`src/rtl/decode_queue_if.sv`:
```
// Bundle between an instruction fetch source, the decode queue and its consumer.
// Handshake: a transfer happens on a rising clock edge where valid and ready are both 1;
// a source holds valid and its payload stable until accepted, and ready never depends on valid.
interface decode_queue_if #(
  parameter int DEPTH = 2
);
  localparam int CW = $clog2(DEPTH + 1);

  // upstream side
  logic          i_valid;
  logic          o_ready;
  logic [31:0]   i_instr;
  logic [31:0]   i_pc;
  logic          i_flush;

  // downstream side (head entry)
  logic          o_valid;
  logic          i_ready;
  logic [31:0]   o_pc;
  logic [31:0]   o_imm;
  logic [11:0]   o_csr_addr;
  logic [4:0]    o_rs1;
  logic [4:0]    o_rs2;
  logic [4:0]    o_rd;
  logic [1:0]    o_alu_a_mux_sel;
  logic [1:0]    o_alu_b_mux_sel;
  logic [3:0]    o_alu_op;
  logic          o_csr_enable;
  logic          o_illegal;
  logic [CW-1:0] o_count;

  modport slave (
    input  i_valid, i_instr, i_pc, i_flush, i_ready,
    output o_ready, o_valid, o_pc, o_imm, o_csr_addr, o_rs1, o_rs2, o_rd,
           o_alu_a_mux_sel, o_alu_b_mux_sel, o_alu_op, o_csr_enable, o_illegal, o_count
  );

  modport master (
    output i_valid, i_instr, i_pc, i_flush, i_ready,
    input  o_ready, o_valid, o_pc, o_imm, o_csr_addr, o_rs1, o_rs2, o_rd,
           o_alu_a_mux_sel, o_alu_b_mux_sel, o_alu_op, o_csr_enable, o_illegal, o_count
  );
endinterface

```
`src/rtl/decode_queue.sv`:
```
// RV32I decode stage feeding a small FIFO of decoded bundles; decode happens on push,
// and the head bundle is held in a register so it stays put while the queue is empty.
module decode_queue #(
  parameter int DEPTH  = 2,
  parameter int CSR_EN = 1
) (
  input  logic          i_clk,
  input  logic          i_reset,
  decode_queue_if.slave q
);
  localparam int CW = $clog2(DEPTH + 1);
  localparam int PW = $clog2(DEPTH);

  localparam logic [6:0] OPC_LUI      = 7'b0110111;
  localparam logic [6:0] OPC_AUIPC    = 7'b0010111;
  localparam logic [6:0] OPC_JAL      = 7'b1101111;
  localparam logic [6:0] OPC_JALR     = 7'b1100111;
  localparam logic [6:0] OPC_BRANCH   = 7'b1100011;
  localparam logic [6:0] OPC_LOAD     = 7'b0000011;
  localparam logic [6:0] OPC_STORE    = 7'b0100011;
  localparam logic [6:0] OPC_OP_IMM   = 7'b0010011;
  localparam logic [6:0] OPC_OP       = 7'b0110011;
  localparam logic [6:0] OPC_MISC_MEM = 7'b0001111;
  localparam logic [6:0] OPC_SYSTEM   = 7'b1110011;

  localparam logic [1:0] A_RS1  = 2'd0;
  localparam logic [1:0] A_PC   = 2'd1;
  localparam logic [1:0] A_ZERO = 2'd2;
  localparam logic [1:0] B_RS2  = 2'd0;
  localparam logic [1:0] B_IMM  = 2'd1;
  localparam logic [1:0] B_FOUR = 2'd2;
  localparam logic [3:0] ALU_ADD = 4'b0000;
  localparam logic [3:0] ALU_SUB = 4'b1000;

  typedef struct packed {
    logic [31:0] pc;
    logic [31:0] imm;
    logic [11:0] csr_addr;
    logic [4:0]  rs1;
    logic [4:0]  rs2;
    logic [4:0]  rd;
    logic [1:0]  a_sel;
    logic [1:0]  b_sel;
    logic [3:0]  alu_op;
    logic        csr_enable;
    logic        illegal;
  } entry_t;

  entry_t        mem [DEPTH];
  entry_t        head_q;
  entry_t        dec;
  logic [CW-1:0] count;
  logic [CW-1:0] count_next;
  logic [PW-1:0] wr_ptr;
  logic [PW-1:0] rd_ptr;
  logic [PW-1:0] rd_next;
  logic          push;
  logic          pop;
  logic          clear;

  logic [31:0] instr;
  logic [6:0]  opcode;
  logic [2:0]  funct3;
  logic [31:0] imm_i;
  logic [31:0] imm_s;
  logic [31:0] imm_b;
  logic [31:0] imm_u;
  logic [31:0] imm_j;
  logic [31:0] imm_z;

  assign instr  = q.i_instr;
  assign opcode = instr[6:0];
  assign funct3 = instr[14:12];
  assign imm_i  = {{20{instr[31]}}, instr[31:20]};
  assign imm_s  = {{20{instr[31]}}, instr[31:25], instr[11:7]};
  assign imm_b  = {{19{instr[31]}}, instr[31], instr[7], instr[30:25], instr[11:8], 1'b0};
  assign imm_u  = {instr[31:12], 12'b0};
  assign imm_j  = {{11{instr[31]}}, instr[31], instr[19:12], instr[20], instr[30:21], 1'b0};
  assign imm_z  = {27'b0, instr[19:15]};

  // Opcode compare covers all 7 bits, so a compressed encoding (instr[1:0] != 11) falls to default.
  always_comb begin
    dec          = '0;
    dec.pc       = q.i_pc;
    dec.rd       = instr[11:7];
    dec.rs1      = instr[19:15];
    dec.rs2      = instr[24:20];
    dec.csr_addr = instr[31:20];
    dec.a_sel    = A_RS1;
    dec.b_sel    = B_RS2;
    dec.alu_op   = ALU_ADD;
    case (opcode)
      OPC_LUI: begin
        dec.imm   = imm_u;
        dec.a_sel = A_ZERO;
        dec.b_sel = B_IMM;
      end
      OPC_AUIPC: begin
        dec.imm   = imm_u;
        dec.a_sel = A_PC;
        dec.b_sel = B_IMM;
      end
      OPC_JAL: begin
        dec.imm   = imm_j;
        dec.a_sel = A_PC;
        dec.b_sel = B_FOUR;
      end
      OPC_JALR: begin
        dec.imm   = imm_i;
        dec.a_sel = A_PC;
        dec.b_sel = B_FOUR;
      end
      OPC_BRANCH: begin
        dec.imm    = imm_b;
        dec.alu_op = ALU_SUB;
      end
      OPC_LOAD, OPC_MISC_MEM: begin
        dec.imm   = imm_i;
        dec.b_sel = B_IMM;
      end
      OPC_STORE: begin
        dec.imm   = imm_s;
        dec.b_sel = B_IMM;
      end
      OPC_OP_IMM: begin
        dec.imm    = imm_i;
        dec.b_sel  = B_IMM;
        dec.alu_op = {(funct3 == 3'b101) & instr[30], funct3};
      end
      OPC_OP: begin
        dec.alu_op = {instr[30], funct3};
      end
      OPC_SYSTEM: begin
        dec.imm   = funct3[2] ? imm_z : imm_i;
        dec.b_sel = B_IMM;
        if (funct3 != 3'b000) begin
          if (CSR_EN != 0) dec.csr_enable = 1'b1;
          else             dec.illegal    = 1'b1;
        end
      end
      default: begin
        dec.illegal = 1'b1;
      end
    endcase
  end

  assign clear   = !i_reset || q.i_flush;
  assign push    = q.i_valid && q.o_ready;
  assign pop     = (count != '0) && q.i_ready;
  assign rd_next = pop ? rd_ptr + 1'b1 : rd_ptr;

  always_comb begin
    count_next = count;
    case ({push, pop})
      2'b10:   count_next = count + 1'b1;
      2'b01:   count_next = count - 1'b1;
      default: count_next = count;
    endcase
  end

  always_ff @(posedge i_clk) begin
    if (clear) begin
      count  <= '0;
      wr_ptr <= '0;
      rd_ptr <= '0;
    end else begin
      count  <= count_next;
      rd_ptr <= rd_next;
      if (push) wr_ptr <= wr_ptr + 1'b1;
    end
  end

  always_ff @(posedge i_clk) begin
    if (!clear && push) mem[wr_ptr] <= dec;
  end

  // The only time the next head is the bundle being written is when it becomes the sole entry.
  always_ff @(posedge i_clk) begin
    if (!clear && count_next != '0) begin
      if (push && count_next == CW'(1)) head_q <= dec;
      else                              head_q <= mem[rd_next];
    end
  end

  assign q.o_ready         = count < CW'(DEPTH);
  assign q.o_valid         = count != '0;
  assign q.o_count         = count;
  assign q.o_pc            = head_q.pc;
  assign q.o_imm           = head_q.imm;
  assign q.o_csr_addr      = head_q.csr_addr;
  assign q.o_rs1           = head_q.rs1;
  assign q.o_rs2           = head_q.rs2;
  assign q.o_rd            = head_q.rd;
  assign q.o_alu_a_mux_sel = head_q.a_sel;
  assign q.o_alu_b_mux_sel = head_q.b_sel;
  assign q.o_alu_op        = head_q.alu_op;
  assign q.o_csr_enable    = head_q.csr_enable;
  assign q.o_illegal       = head_q.illegal;
endmodule

```
`src/flat_wrapper.sv`:
```
// flat-port wrapper written by rule: the top's interface ports become plain ports
module decode_queue_flat 
#(
  parameter int DEPTH  = 2,
  parameter int CSR_EN = 1
)
  (i_clk, i_reset, q_i_valid, q_i_instr, q_i_pc, q_i_flush, q_i_ready, q_o_ready, q_o_valid, q_o_pc, q_o_imm, q_o_csr_addr, q_o_rs1, q_o_rs2, q_o_rd, q_o_alu_a_mux_sel, q_o_alu_b_mux_sel, q_o_alu_op, q_o_csr_enable, q_o_illegal, q_o_count);
  decode_queue_if #(.DEPTH(DEPTH)) q_i ();
  input  logic i_clk;
  input  logic i_reset;
  input wire logic [$bits(q_i.i_valid)-1:0] q_i_valid;
  input wire logic [$bits(q_i.i_instr)-1:0] q_i_instr;
  input wire logic [$bits(q_i.i_pc)-1:0] q_i_pc;
  input wire logic [$bits(q_i.i_flush)-1:0] q_i_flush;
  input wire logic [$bits(q_i.i_ready)-1:0] q_i_ready;
  output wire logic [$bits(q_i.o_ready)-1:0] q_o_ready;
  output wire logic [$bits(q_i.o_valid)-1:0] q_o_valid;
  output wire logic [$bits(q_i.o_pc)-1:0] q_o_pc;
  output wire logic [$bits(q_i.o_imm)-1:0] q_o_imm;
  output wire logic [$bits(q_i.o_csr_addr)-1:0] q_o_csr_addr;
  output wire logic [$bits(q_i.o_rs1)-1:0] q_o_rs1;
  output wire logic [$bits(q_i.o_rs2)-1:0] q_o_rs2;
  output wire logic [$bits(q_i.o_rd)-1:0] q_o_rd;
  output wire logic [$bits(q_i.o_alu_a_mux_sel)-1:0] q_o_alu_a_mux_sel;
  output wire logic [$bits(q_i.o_alu_b_mux_sel)-1:0] q_o_alu_b_mux_sel;
  output wire logic [$bits(q_i.o_alu_op)-1:0] q_o_alu_op;
  output wire logic [$bits(q_i.o_csr_enable)-1:0] q_o_csr_enable;
  output wire logic [$bits(q_i.o_illegal)-1:0] q_o_illegal;
  output wire logic [$bits(q_i.o_count)-1:0] q_o_count;
  assign q_i.i_valid = q_i_valid;
  assign q_i.i_instr = q_i_instr;
  assign q_i.i_pc = q_i_pc;
  assign q_i.i_flush = q_i_flush;
  assign q_i.i_ready = q_i_ready;
  assign q_o_ready = q_i.o_ready;
  assign q_o_valid = q_i.o_valid;
  assign q_o_pc = q_i.o_pc;
  assign q_o_imm = q_i.o_imm;
  assign q_o_csr_addr = q_i.o_csr_addr;
  assign q_o_rs1 = q_i.o_rs1;
  assign q_o_rs2 = q_i.o_rs2;
  assign q_o_rd = q_i.o_rd;
  assign q_o_alu_a_mux_sel = q_i.o_alu_a_mux_sel;
  assign q_o_alu_b_mux_sel = q_i.o_alu_b_mux_sel;
  assign q_o_alu_op = q_i.o_alu_op;
  assign q_o_csr_enable = q_i.o_csr_enable;
  assign q_o_illegal = q_i.o_illegal;
  assign q_o_count = q_i.o_count;
  decode_queue #(.DEPTH(DEPTH), .CSR_EN(CSR_EN)) u_core (.i_clk(i_clk), .i_reset(i_reset), .q(q_i));
endmodule
```
`config.mk`:
```
export PLATFORM = sky130hd
export DESIGN_NAME = decode_queue_flat
export DESIGN_NICKNAME = d
export VERILOG_FILES = /design/src/rtl/decode_queue_if.sv /design/src/rtl/decode_queue.sv /design/src/flat_wrapper.sv
export SDC_FILE = /design/constraint.sdc
export NUM_CORES = 1
export LEC_CHECK = 0
export BUFFER_PORTS_ARGS = -buffer_cell sky130_fd_sc_hd__buf_4
export CAP_MARGIN = 10
export CORE_MARGIN = 1.5
export CORE_UTILIZATION = 45
export CTS_CLUSTER_SIZE = 14
export DETAILED_ROUTE_END_ITERATION = 12
export GPL_TIMING_DRIVEN = 0
export HOLD_SLACK_MARGIN = 0.12
export PLACE_DENSITY = 0.68
export SLEW_MARGIN = 0
export SYNTH_ARGS = -nofsm -noshare
export SYNTH_HDL_FRONTEND = slang
export SYNTH_SLANG_ARGS = --single-unit
```
`constraint.sdc`:
```
create_clock -name i_clk -period 8.8 [get_ports i_clk]
set_input_delay 0 -clock i_clk [delete_from_list [all_inputs] [get_ports i_clk]]
set_output_delay 0 -clock i_clk [all_outputs]
set_load 0.01 [all_outputs]
```
* After elaboration in Yosys (flattened, before gate mapping) *
Memory sizes are Yosys's and may differ from the RTL's.
Cells that the tools add are included.

word-level totals
  bits in writable memories = 202
  logic and storage cells = 66
  register bits = 105
  output and inout port bits = 105
  memories kept = 1

operators by class
  equality and inequality tests = 15
  bitwise operators = 1
  multiplexer cells = 13
  magnitude comparators = 1
  reductions and logical operators = 17
  $add $sub $neg = 4

memory list
  name        depth  bits a word  read ports  clocked after Yosys merged registers in  wr ports  RTL line            source
  u_core.mem  2      101          1           0                                        1         decode_queue.sv:49  entry_t mem [DEPTH];

operator list
  kind                                                              count
  32-bit case mux with 6 select lines                               1
  101-bit 2-to-1 mux                                                1
  32-bit 2-to-1 mux                                                 1
  7-bit == test (second input constant)                             4
  7-bit by 6-bit == test with 1-bit output (second input constant)  3
  7-bit by 5-bit == test with 1-bit output (second input constant)  2
  2-bit case mux with 2 select lines                                3
  4-bit case mux with 3 select lines                                1
  10-bit OR reduction                                               1
  7-bit by 2-bit == test with 1-bit output (second input constant)  1
  7-bit by 4-bit == test with 1-bit output (second input constant)  1
  7-bit OR reduction                                                1
  1-bit logical AND                                                 5
  2-bit by 1-bit == test with 1-bit output (second input constant)  2
  1-bit 2-to-1 mux                                                  4
  2-bit nonzero test                                                2
  2-bit OR reduction                                                2
  4-bit OR reduction                                                1
  3-bit == test (second input constant)                             1
  3-bit nonzero test                                                1
  3-bit OR reduction                                                1
  1-bit adder (second input constant)                               2
  2-bit by 1-bit adder with 2-bit output (second input constant)    1
  2-bit == test (second input constant)                             1
  other kinds (7)                                                   8

* Logic depth before layout (Yosys ltp) *
  word-level depth = 7
  mapped depth = 9
  gate-level depth less buffers = 8

* Least setup slack after synthesis *
Ideal clock, no wire load.

  kind = register -> register
  from = register u_core.count[1] (netlist: u_core.q.o_count[1])
  to = memory u_core.mem[0][0] in the netlist's numbering, enable pin
  data arrival time = 7.247 ns
  required time = 8.131 ns
  clock period less this slack = 7.916 ns
  library setup time = 0.669 ns
  stages on the path, launching flop included = 4
  path slack = 0.884 ns
  path buffers = 0
  cells stage by stage = dfxtp_1 nor2b_1 inv_1 nor3_1

between the ends
  longest elaborated chain between the ends = 5

RTL lines
  element                                 RTL line             source
  start, declared                         decode_queue.sv:52   logic [CW-1:0] count;
  start signal, assigned                  decode_queue.sv:167  count <= count_next;
  2-bit less-than comparator              decode_queue.sv:185  assign q.o_ready = count < CW'(DEPTH);
  1-bit logical AND                       decode_queue.sv:148  assign push = q.i_valid && q.o_ready;
  1-bit logical AND                       decode_queue.sv:174  if (!clear && push) mem[wr_ptr] <= dec;
  1-bit 2-to-1 mux                        decode_queue.sv:174
  1-bit 2-to-1 mux (not written as such)  decode_queue.sv:174
  end, declared                           decode_queue.sv:49

No other way between the ends.

* Worst setup path after layout *
  from = register u_core.count[1] (netlist: u_core.q.o_count[1])
  to = register u_core.head_q (netlist bit u_core.q.o_alu_op[1]) (data pin)

between the ends
  longest elaborated chain between the ends = 7
  elaborated cells on any way between the ends = 14

RTL lines
  element                                                                           RTL line                                  source
  2-bit less-than comparator / 2-bit nonzero test (equally long branches)           decode_queue.sv:185, decode_queue.sv:149
  1-bit logical AND (on tied branches)                                              decode_queue.sv:148, decode_queue.sv:149
  2-bit by 1-bit == test with 1-bit output / 2-bit == test (equally long branches)  decode_queue.sv:154                       case ({push, pop})
  2-bit case mux with 2 select lines                                                decode_queue.sv:154
  2-bit by 1-bit == test with 1-bit output                                          decode_queue.sv:180                       if (push && count_next == CW'(1)) head_q <= dec;
  1-bit logical AND                                                                 decode_queue.sv:180
  101-bit 2-to-1 mux *                                                              decode_queue.sv:180
  end signal, assigned                                                              decode_queue.sv:181                       else head_q <= mem[rd_next];
  end, declared                                                                     decode_queue.sv:50                        entry_t head_q;

Mark *: on every way between the ends. The rest lies on a longest branch, timed or not.
A chain may end at the register's enable or synchronous reset.

==> results.md <==
- CTS sink count: 292
- Synth warn: 0
- P&R area growth vs syn: 31.3%
- WHS Endpoint: u_core.mem[1][97]$_DFFE_PP_
- Post-Layout Cell Count: 1507
- Final period utilization: 0.382
- CTS root buffer: clkbuf_16
- Critical setup path kind: flip-flop to flip-flop
- Post-synthesis average cell area: 13.5 um2
- Yosys top cell area share: 0.744
- Slowest CP cell: clkbuf_1
- Worst-path cell chain: nor2b_1 > inv_1 > ha_1 > and2_1 > o21ai_0 > clkbuf_1 > clkbuf_1 > a31oi_1
- Number of cells on the worst hold path: 2
- RR Startpoint: u_core.q.o_count[1]$_SDFF_PP0_
- Initial antenna violation count: 0
- Synth cell count leaders: 288 x edfxtp_1, 220 x nand2_1, 76 x nor2_1
- Largest net degree at the start of global routing: 24
- Slew @ Worst Pin: 0.838 ns
- Top cells by area, synth: edfxtp_1 74%, nand2_1 7.1%, a31oi_1 4.0%, nor2_1 2.5%, buf_2 0.78%
- MaxCap Viol Count: 0
- DR iter-0 viols: 632
- Net Count, Synth: 930
- Residual DRC: 0
- Routed Antenna Nets: 0
- FFs w/ async S/R, synth: 0
- Max stage delay on crit path: 0.50 ns
- Ant diodes: 0
- Post-synthesis register bit count: 292
- Die height: 164 um
- Hold WC Path Type: input pin to flip-flop
- Most used cell, CP: clkbuf_1
- Worst reg2reg path endpoint: u_core.q.o_alu_op[1]$_DFFE_PP_
- Crit path DAT: 3.61 ns
- CTS tree: yes
- Syn Inst Count: 860
- Post-synth top area cell: edfxtp_1
- Clock latency on the worst-skew pair: 0.56 ns
- Vias: 8021
- Vias per cell: 5.32
- Normalized max-slew margin: 0.438
- Starting Density: 0.460
- CP required: 9.05 ns
- RePlAce Congestion: 0.842
- Startpoint types: flip-flop
- LEAKAGE: 5.73 nW
- Grt ovf: 0
- Final Max Slew Viols: 0
- Final Power: 3.10 mW
- Final WL: 28400 um
- Setup ws final: 5.43 ns
- Sequential area share after synthesis: 0.751
- Core Area: 25300 um2
- Outcome: finished, final reports clean
- PwrDens: 203 nW/um2
- Number of port buffers: 172
- First-pass GRT wire length: 43300 um
- Post-CTS Setup Inserts: 0
- Overall Global Routing Usage: 0.211
- Rows: 58
- Setup crit end kind: flip-flop
- CTS Buffer Depth: 3
- Post-synth EDFFs: 288
- Top FF cell, synth: edfxtp_1
- H-tree depth: 1
- Maximum clock frequency: 297 MHz
- Synth unique cells: 52
- Chip Width: 164 um
- Clk_skew: 0.0227 ns
- R2R depth: 8
- Post-Syn Area: 11600 um2
- RSZ-0062 raised after global routing: false
- Fin util: 0.604
- Vias in the first global route: 7852
- Clock transition at path regs: 0.06 ns
- Dpl ws: 5.50 ns
- Top Ports: 174
- Placed cells: 1386
- First-pass DRT Iterations: 5
- DR WL/cell: 18.9 um
- CP Max Fanout: 10
- CTS Buf Count: 30
- Worst min-delay path startpoint: q_i_pc[28]
- Finish-stage setup viols: 0
- R2r setup slk: 5.43 ns
- Peak VDD IR: 0.000124 V
- Detailed Place HPWL: 19500 um
- Total die area: 26800 um2
- Layout cells sized above 1: 0.240
- Fin. Hold Viols: 0
- Most common cell in the netlist: edfxtp_1
- Final min period: 3.37 ns
- Nets: 1226
==> power breakdown <==
group | leakage [nW] | internal, mW | switching [mW]
Sequential | 2.59 | 1.59 | 0.0140
Combinational | 2.71 | 0.146 | 0.197
Clock | 0.431 | 0.651 | 0.503
Total | 5.73 | 2.39 | 0.713
==> area by class of cell <==
cell class              count  area [um2]
fillers                  1985       10000
multi-input cells         506        2610
repair buffers            264        2310
well taps                 330         413
plain buffers              53         263
flip-flops and latches    292        8730
clock buffers              37         777
clock inverters            16         109
inverters                   9        33.8
==> layer usage <==
layer	vias to the layer above	share of wire	global-route usage
li1	3746	-	-
met1	3920	0.42	0.283
met2	309	0.49	0.359
met3	46	0.070	0.0330
met4	0	0.019	0.0529
met5	-	0	0
==> worst max-delay path by stage <==
stage	startpoint	endpoint	slack, ns	depth (start not counted)
after detailed placement	u_core.q.o_count[1]$_SDFF_PP0_	u_core.q.o_imm[27]$_DFFE_PP_	5.50	10
after CTS	u_core.q.o_count[1]$_SDFF_PP0_	u_core.q.o_alu_op[2]$_DFFE_PP_	5.48	8
after global routing	u_core.q.o_count[1]$_SDFF_PP0_	u_core.q.o_imm[12]$_DFFE_PP_	5.30	8
final	u_core.q.o_count[1]$_SDFF_PP0_	u_core.q.o_alu_op[1]$_DFFE_PP_	5.43	8
after floorplan	u_core.q.o_count[1]$_SDFF_PP0_	u_core.mem[0][0]$_DFFE_PP_	0.88	3
after global placement	u_core.q.o_count[1]$_SDFF_PP0_	u_core.mem[1][2]$_DFFE_PP_	-3.38	3
==> layout by cell type, fill, tap and decap left out, drive strengths merged, types with 4 or more instances in the layout <==
master,count
xnor2,4
a32oi,8
inv,9
a22oi,4
a21oi,11
and2,11
buf,235
o21a,12
and3,7
nor2,76
nand3,15
o21ai,5
clkinv,14
a31oi,75
dlygate4sd3,68
dfxtp,4
nand2,220
clkbuf,51
a21o,12
edfxtp,288
nor3,10
==> worst max-delay path: cells and delay by family (launching register included) <==
family	cells	cell delay, ns
buffers and inverters	3	1.09
AO/OA/AOI/OAI	2	0.69
AND/OR/NAND/NOR	2	0.53
flip-flops	1	0.38
adder cells (fa/ha/maj)	1	0.37
==> state kept, by name, summed over array words and instances (netlist names), 4 cells and up <==
| name | flops |
|---|---|
| u_core.q.o_alu_op | 4 |
| u_core.q.o_rd | 5 |
| u_core.mem | 192 |
| u_core.q.o_pc | 32 |
| u_core.q.o_csr_addr | 8 |
| u_core.q.o_rs1 | 5 |
| u_core.q.o_imm | 32 |
| u_core.q.o_rs2 | 4 |
==> through the flow <==
stage          area [um2]  setup TNS (ns)  hold slack (ns)
5_1_grt             15300               0            0.174
6_report            15300               0            0.184
3_5_place_dp        13700               0            0.197
4_1_cts             15300               0            0.161
3_3_place_gp        13300         -668.93            0.194
2_1_floorplan       11600               0           0.0989
==> kinds of logic after synthesis <==
kind of cell    synth area share
compound gates            0.0850
fa+ha+maj                0.00108
buf+inv                   0.0255
xor+xnor                 0.00442
simple gates               0.130
mux                      0.00269
flops                      0.751
==> timing repair <==
item,in CTS,in global routing
hold buffers,68,0
resized for setup,0,0
hold endpoints to repair,287,0
Note: power is estimated with default switching activity, not from simulation.
